==> src/rtl/button_counter_ctrl.sv <==
// Two-button up/down value controller: synchronise, debounce on a prescaled tick,
// generate press/auto-repeat steps and keep a bounded value with wrap or saturate.
module button_counter_ctrl #(
    parameter int unsigned TICK_DIV     = 500_000,
    parameter int unsigned DEBOUNCE_N   = 3,
    parameter int unsigned REPEAT_EN    = 1,
    parameter int unsigned HOLD_TICKS   = 25,
    parameter int unsigned REPEAT_TICKS = 5,
    parameter int unsigned BTN_ACTIVE   = 1,
    parameter int unsigned DATA_W       = 4,
    parameter int unsigned MIN_VAL      = 0,
    parameter int unsigned MAX_VAL      = 9,
    parameter int unsigned INIT_VAL     = 2,
    parameter int unsigned STEP         = 1,
    parameter int unsigned WRAP         = 1
) (
    input  logic              clk,
    input  logic              rst,
    input  logic              button_add,
    input  logic              button_sub,
    output logic [DATA_W-1:0] button_data,
    output logic              add_evt,
    output logic              sub_evt,
    output logic              limit_evt
);

    localparam int unsigned TICK_W  = $clog2(TICK_DIV);
    localparam int unsigned DB_W    = $clog2(DEBOUNCE_N + 1);
    localparam int unsigned CNT_MAX = (HOLD_TICKS > REPEAT_TICKS) ? HOLD_TICKS : REPEAT_TICKS;
    localparam int unsigned CNT_W   = $clog2(CNT_MAX + 1);
    localparam int unsigned VW      = DATA_W + 1;
    localparam int unsigned NB      = 2;

    localparam logic          ACT    = 1'(BTN_ACTIVE);
    localparam logic [VW-1:0] HI_THR = VW'(MAX_VAL - STEP);
    localparam logic [VW-1:0] LO_THR = VW'(MIN_VAL + STEP);
    localparam logic [VW-1:0] STEP_V = VW'(STEP);

    typedef enum logic [1:0] {
        S_IDLE   = 2'd0,
        S_HOLD   = 2'd1,
        S_REPEAT = 2'd2
    } state_t;

    // Index 0 is the add button, index 1 the sub button throughout.
    logic [NB-1:0]     raw_c;
    logic [NB-1:0]     sync1_q;
    logic [NB-1:0]     sync2_q;
    logic [NB-1:0]     p_c;
    logic [TICK_W-1:0] div_q;
    logic              tick_c;
    logic [NB-1:0]     db_q;
    logic [NB-1:0]     db_d;
    logic [DB_W-1:0]   filt_q [NB];
    logic [DB_W-1:0]   filt_d [NB];
    logic [NB-1:0]     press_c;
    logic [NB-1:0]     release_c;
    state_t            state_q [NB];
    state_t            state_d [NB];
    logic [CNT_W-1:0]  hcnt_q [NB];
    logic [CNT_W-1:0]  hcnt_d [NB];
    logic [NB-1:0]     step_c;
    logic [NB-1:0]     req_q;
    logic [VW-1:0]     cur_c;

    assign raw_c  = {button_sub, button_add};
    assign p_c    = sync2_q ^ {NB{~ACT}};
    assign tick_c = (div_q == TICK_W'(TICK_DIV - 1));
    assign cur_c  = {1'b0, button_data};

    // Pin synchronisers, reset to the released level.
    always_ff @(posedge clk) begin
        if (rst) begin
            sync1_q <= {NB{~ACT}};
            sync2_q <= {NB{~ACT}};
        end else begin
            sync1_q <= raw_c;
            sync2_q <= sync1_q;
        end
    end

    // Sample-tick prescaler.
    always_ff @(posedge clk) begin
        if (rst) begin
            div_q <= '0;
        end else if (tick_c) begin
            div_q <= '0;
        end else begin
            div_q <= div_q + TICK_W'(1);
        end
    end

    // Consecutive-sample filter; a flip reports press (0->1) or release (1->0).
    always_comb begin
        db_d      = db_q;
        filt_d    = filt_q;
        press_c   = '0;
        release_c = '0;
        for (int b = 0; b < NB; b++) begin
            if (tick_c) begin
                if (p_c[b] != db_q[b]) begin
                    if (filt_q[b] == DB_W'(DEBOUNCE_N - 1)) begin
                        db_d[b]      = ~db_q[b];
                        filt_d[b]    = '0;
                        press_c[b]   = ~db_q[b];
                        release_c[b] = db_q[b];
                    end else begin
                        filt_d[b] = filt_q[b] + DB_W'(1);
                    end
                end else begin
                    filt_d[b] = '0;
                end
            end
        end
    end

    always_ff @(posedge clk) begin
        if (rst) begin
            db_q <= '0;
            for (int b = 0; b < NB; b++) begin
                filt_q[b] <= '0;
            end
        end else begin
            db_q <= db_d;
            for (int b = 0; b < NB; b++) begin
                filt_q[b] <= filt_d[b];
            end
        end
    end

    // Repeat FSM next state; release wins over a coincident repeat.
    always_comb begin
        state_d = state_q;
        hcnt_d  = hcnt_q;
        step_c  = '0;
        for (int b = 0; b < NB; b++) begin
            if (release_c[b]) begin
                state_d[b] = S_IDLE;
                hcnt_d[b]  = '0;
            end else if (tick_c) begin
                case (state_q[b])
                    S_IDLE: begin
                        if (press_c[b]) begin
                            state_d[b] = S_HOLD;
                            hcnt_d[b]  = '0;
                            step_c[b]  = 1'b1;
                        end
                    end
                    S_HOLD: begin
                        if (REPEAT_EN != 0) begin
                            if (hcnt_q[b] == CNT_W'(HOLD_TICKS - 1)) begin
                                state_d[b] = S_REPEAT;
                                hcnt_d[b]  = '0;
                                step_c[b]  = 1'b1;
                            end else begin
                                hcnt_d[b] = hcnt_q[b] + CNT_W'(1);
                            end
                        end
                    end
                    S_REPEAT: begin
                        if (hcnt_q[b] == CNT_W'(REPEAT_TICKS - 1)) begin
                            hcnt_d[b] = '0;
                            step_c[b] = 1'b1;
                        end else begin
                            hcnt_d[b] = hcnt_q[b] + CNT_W'(1);
                        end
                    end
                    default: begin
                        state_d[b] = S_IDLE;
                        hcnt_d[b]  = '0;
                    end
                endcase
            end
        end
    end

    always_ff @(posedge clk) begin
        if (rst) begin
            for (int b = 0; b < NB; b++) begin
                state_q[b] <= S_IDLE;
                hcnt_q[b]  <= '0;
            end
            req_q <= '0;
        end else begin
            for (int b = 0; b < NB; b++) begin
                state_q[b] <= state_d[b];
                hcnt_q[b]  <= hcnt_d[b];
            end
            req_q <= step_c;
        end
    end

    // Value update and event pulses, one clk after the registered request.
    always_ff @(posedge clk) begin
        if (rst) begin
            button_data <= DATA_W'(INIT_VAL);
            add_evt     <= 1'b0;
            sub_evt     <= 1'b0;
            limit_evt   <= 1'b0;
        end else begin
            add_evt   <= 1'b0;
            sub_evt   <= 1'b0;
            limit_evt <= 1'b0;
            case (req_q)
                2'b01: begin
                    add_evt <= 1'b1;
                    if (cur_c > HI_THR) begin
                        button_data <= (WRAP != 0) ? DATA_W'(MIN_VAL) : DATA_W'(MAX_VAL);
                        limit_evt   <= 1'b1;
                    end else begin
                        button_data <= DATA_W'(cur_c + STEP_V);
                    end
                end
                2'b10: begin
                    sub_evt <= 1'b1;
                    if (cur_c < LO_THR) begin
                        button_data <= (WRAP != 0) ? DATA_W'(MAX_VAL) : DATA_W'(MIN_VAL);
                        limit_evt   <= 1'b1;
                    end else begin
                        button_data <= DATA_W'(cur_c - STEP_V);
                    end
                end
                default: ;
            endcase
        end
    end

endmodule

==> config.mk <==
export PLATFORM = sky130hd
export DESIGN_NAME = button_counter_ctrl
export DESIGN_NICKNAME = d
export VERILOG_FILES = /design/src/rtl/button_counter_ctrl.sv
export SDC_FILE = /design/constraint.sdc
export NUM_CORES = 1
export LEC_CHECK = 0
export CORE_ASPECT_RATIO = 1.5
export CORE_MARGIN = 5
export CORE_UTILIZATION = 25
export CTS_CLUSTER_DIAMETER = 200
export DETAILED_ROUTE_END_ITERATION = 8
export PLACE_DENSITY = 0.39
export SYNTH_ARGS = -nofsm -noshare
export SYNTH_HDL_FRONTEND = slang
export SYNTH_SLANG_ARGS = --single-unit
==> constraint.sdc <==
create_clock -name clk -period 3.4 [get_ports clk]
set_clock_uncertainty 0.1 [all_clocks]
set_input_delay 0.51 -clock clk [delete_from_list [all_inputs] [get_ports clk]]
set_output_delay 0.51 -clock clk [all_outputs]
set_load 0.02 [all_outputs]
==> summary by stage <==
Power and ir drop
For this design the static power due to leakage is 1.06 nW. The worst-case IR drop observed on VDD is 0.217 mV. After layout, the design draws a total of 1.26 mW. The total power density per cell area is 397 mW/mm2.

Worst hold path
Counting instances, the worst hold path has a depth of 1. The type of the most critical hold path is flip-flop to flip-flop. The startpoint identified for the worst hold timing path is sync1_q[0]. The sink of the worst hold path is p_c[0].

Synth
During synthesis, Yosys emitted a total of 0 warnings. In the synthesized netlist, the number of instances is 324. The synthesized netlist contains 48 unique library cells.

The fraction of registers with async set or reset after synthesis is 0%. The number of nets in the synthesized netlist is 346. Yosys mapped a number of flops with a built-in enable equal to 0. Among all flip-flop cells after synthesis, the most frequent one is dfxtp_1.

After synthesis, the mean cell area works out to 8.52 um2. The number of synthesized register bits is 52. The synthesized netlist occupies a cell area of 0.00276 mm2. Sequential cells were found to cover 37.7% of the synthesized design area.

GRT
The first-pass GRT wire length is 11000 um. The initial antenna violation count is 0. The total congestion overflow is 0. For this run, the total global-route usage over all layers was measured as 10.1%. The via count of the first global-routing pass came to 2285.

The pin count of the biggest net entering global routing is 19.

Placed design
The final estimated routing congestion in global placement is 0.713. After legalization and detailed placement, the total HPWL measured 4570 um. After detailed placement, the design holds a cell count of 474. During placement, the flow inserted port buffers numbering 10. The post-placement worst setup slack is 1.30 ns.

Timing
The least setup slack across all paths after layout is 1.31 ns. The number of slew-limit violations in the final report is 0. The tightest slew margin relative to the limit is 55.2%. For the final routed database, the setup TNS stands at 0 ns.

The number of hold violations in the final report is 0. The achievable clock frequency is 0.479 GHz. The count of final setup violators is 0. The slew at the pin closest to its max-slew limit is 0.663 ns. Setup repair after global routing left no endpoint under its margin. The final clock period utilization by the worst path is 61.5%. The smallest clock period supported by the final layout is computed as 2.09 ns. The tightest hold path in the finished design has a slack of 0.342 ns.

Clock tree
The tree is rooted in a clkbuf_16. The tree built by TritonCTS fans out to 52 sinks. The number of buffers inserted during clock tree synthesis is 5.

The H-tree depth is 2. Clock-pin slew was measured on the worst setup and hold paths at 0.07 ns. TritonCTS built the clock tree. Counting along the longest clock path gives a buffer depth of 2. Buffers inserted to repair hold after CTS numbered 0. The number of setup buffers added after CTS is 0. The post-cts gate resize count is 0.

The clock network latency to the later pin of the worst-skew pair is 0.29 ns.

Worst setup path
Along the worst path, the maximum fanout reaches 12. The worst setup path is of the flip-flop to flip-flop kind. Together, buffers and inverters on the worst path number 0. The cell at the slowest stage of the critical path is dfxtp_1. The delay of the slowest critical-path stage is 0.37 ns.

The setup slack of the worst register-to-register path is 1.31 ns. The critical register-to-register path startpoint is div_q[0]. The endpoint identified for the worst register-to-register timing path is state_q[0]. The launch point of the critical path is div_q[0]. Measured in cells, the most critical reg-to-reg path has a length of 6. Data arrives at the worst endpoint at 2.16 ns.

The endpoint kind of the worst setup timing path is a flip-flop. On the critical path the largest part of the delay comes from simple AND/OR/NAND/NOR gates. The critical path launch point type is a flip-flop. At the worst endpoint, the required time is 3.47 ns.

The signal on the critical path passes through ha_1 > and4_4 > and3_4 > and2_1 > a21o_1 > nor2_1.

Final layout
From synthesis to final layout, the design area changed by 15.5%. The finished layout holds 482 standard cells, fillers aside. Of the cells placed in the final design, the portion with a size suffix greater than 1 is 5.67%. The final layout contains 356 nets. The repair_antennas step left the layout with diodes totalling 0.

In the final layout, the multi-input gates occupy 0.00160 mm2. The layout has 1208 filler cells. The register area is 0.00104 mm2.

Floorplan
The region available for standard cell placement spans 0.0109 mm2. The effective utilization at floorplan is 25.2%. In this run the core area contains 47 standard-cell rows. 11 I/O pins were placed. The vertical die dimension is 139 um.

The area of the die is 0.0133 mm2. The die width is 95.8 um.

Routing
In this run, the number of DRC markers left after iteration 0 of detailed routing was 59. The number of nets with antenna violations after detailed routing is 0. The count of unresolved DRC violations after routing is 0. After detailed routing, the average wire length per cell comes to 12.6 um.

The routed via count divided by cell count is 4.66. The number of iterations in the first detailed-routing pass is 4. The total via count in the routed design is 2244. The total length of routed wires is 6080 um.

Status
The flow ran to the end, and the final reports show no timing, DRC or antenna violations.

Job
Max-cap violations in this run came to 0.
metrics by stage:
step                      instance area (um2)  util, %
after floorplan                          2760        -
after global placement                   3010     27.5
final                                    3190     29.2
after CTS                                3190     29.2
after detailed placement                 3010     27.5
after global routing                     3190     29.2
worst max-delay path by stage:
stage	endpoint	slack, ns	depth (start not counted)
global route	hcnt_q[1]	1.15	6
detailed placement	state_q[0]	1.30	6
floorplan	req_q[0]	1.55	8
CTS	state_q[0]	1.29	6
finish	state_q[0]	1.31	6
global placement	state_q[0]	1.35	6
sequential cells by signal, summed over array words and instances (netlist names):
name / cells
div_q: 19
hcnt_q: 10
button_data: 4
filt_q: 4
state_q: 4
db_q: 2
p_c: 2
req_q: 2
sync1_q: 2
add_evt: 1
limit_evt: 1
sub_evt: 1
Yosys cell counts, drive strengths merged, types with 8 or more instances:
master  number  area (um2)
nand3       23         115
nor2        42         158
nand2       26         108
a21oi       30         150
xnor2       13         114
ha          18         225
dfxtp       52        1040
inv         17        63.8
nor3        12        60.1
o21ai        9        45.0
nand4b       8        70.1
area by class of cell:
type | instances | share of cell area [%]
clock inverters | 1 | 0.942
inverters | 17 | 2.00
multi-input cells | 246 | 50.3
clock buffers | 7 | 4.79
well taps | 147 | 5.77
repair buffers | 12 | 3.61
flip-flops and latches | 52 | 32.6
metal layers:
layer / share of wire (%) / global-route usage [%]
met3: 2.3 / 1.79
met2: 54 / 18.0
met4: 1.5 / 3.82
met1: 42 / 11.8
met5: 0 / 0
logic make-up after synthesis:
group | after synthesis | synth area share (%)
buffers and inverters | 26 | 4.26
and+or+nand+nor | 150 | 29.7
muxes | 2 | 0.725
xor gates and xnor gates | 19 | 6.03
AOI/OAI and AO/OA | 57 | 13.4
DFF | 52 | 37.7
adders and majority gates | 18 | 8.16
power breakdown:
group          internal (mW)  switching [mW]  total, mW
combinational        0.00995          0.0150     0.0249
sequential             0.614         0.00445      0.618
clock                  0.388           0.233      0.622
total                   1.01           0.253       1.26
cell usage in the layout (no fill, tap or decap), types with 3 or more instances in the layout:
master,count
nand4b_1,8
nand4_1,3
nor2b_1,5
xor2_1,6
a21oi_1,30
nor2_1,42
dfxtp_1,52
nand3_1,23
and3_1,5
o21ai_0,9
nand2_1,24
xnor2_1,13
clkbuf_16,5
nand4bb_1,3
inv_1,16
nor3_1,12
clkdlybuf4s50_1,10
nor4bb_1,6
nor4_1,5
ha_1,18
No activity file was read; power rests on OpenSTA's default activity.
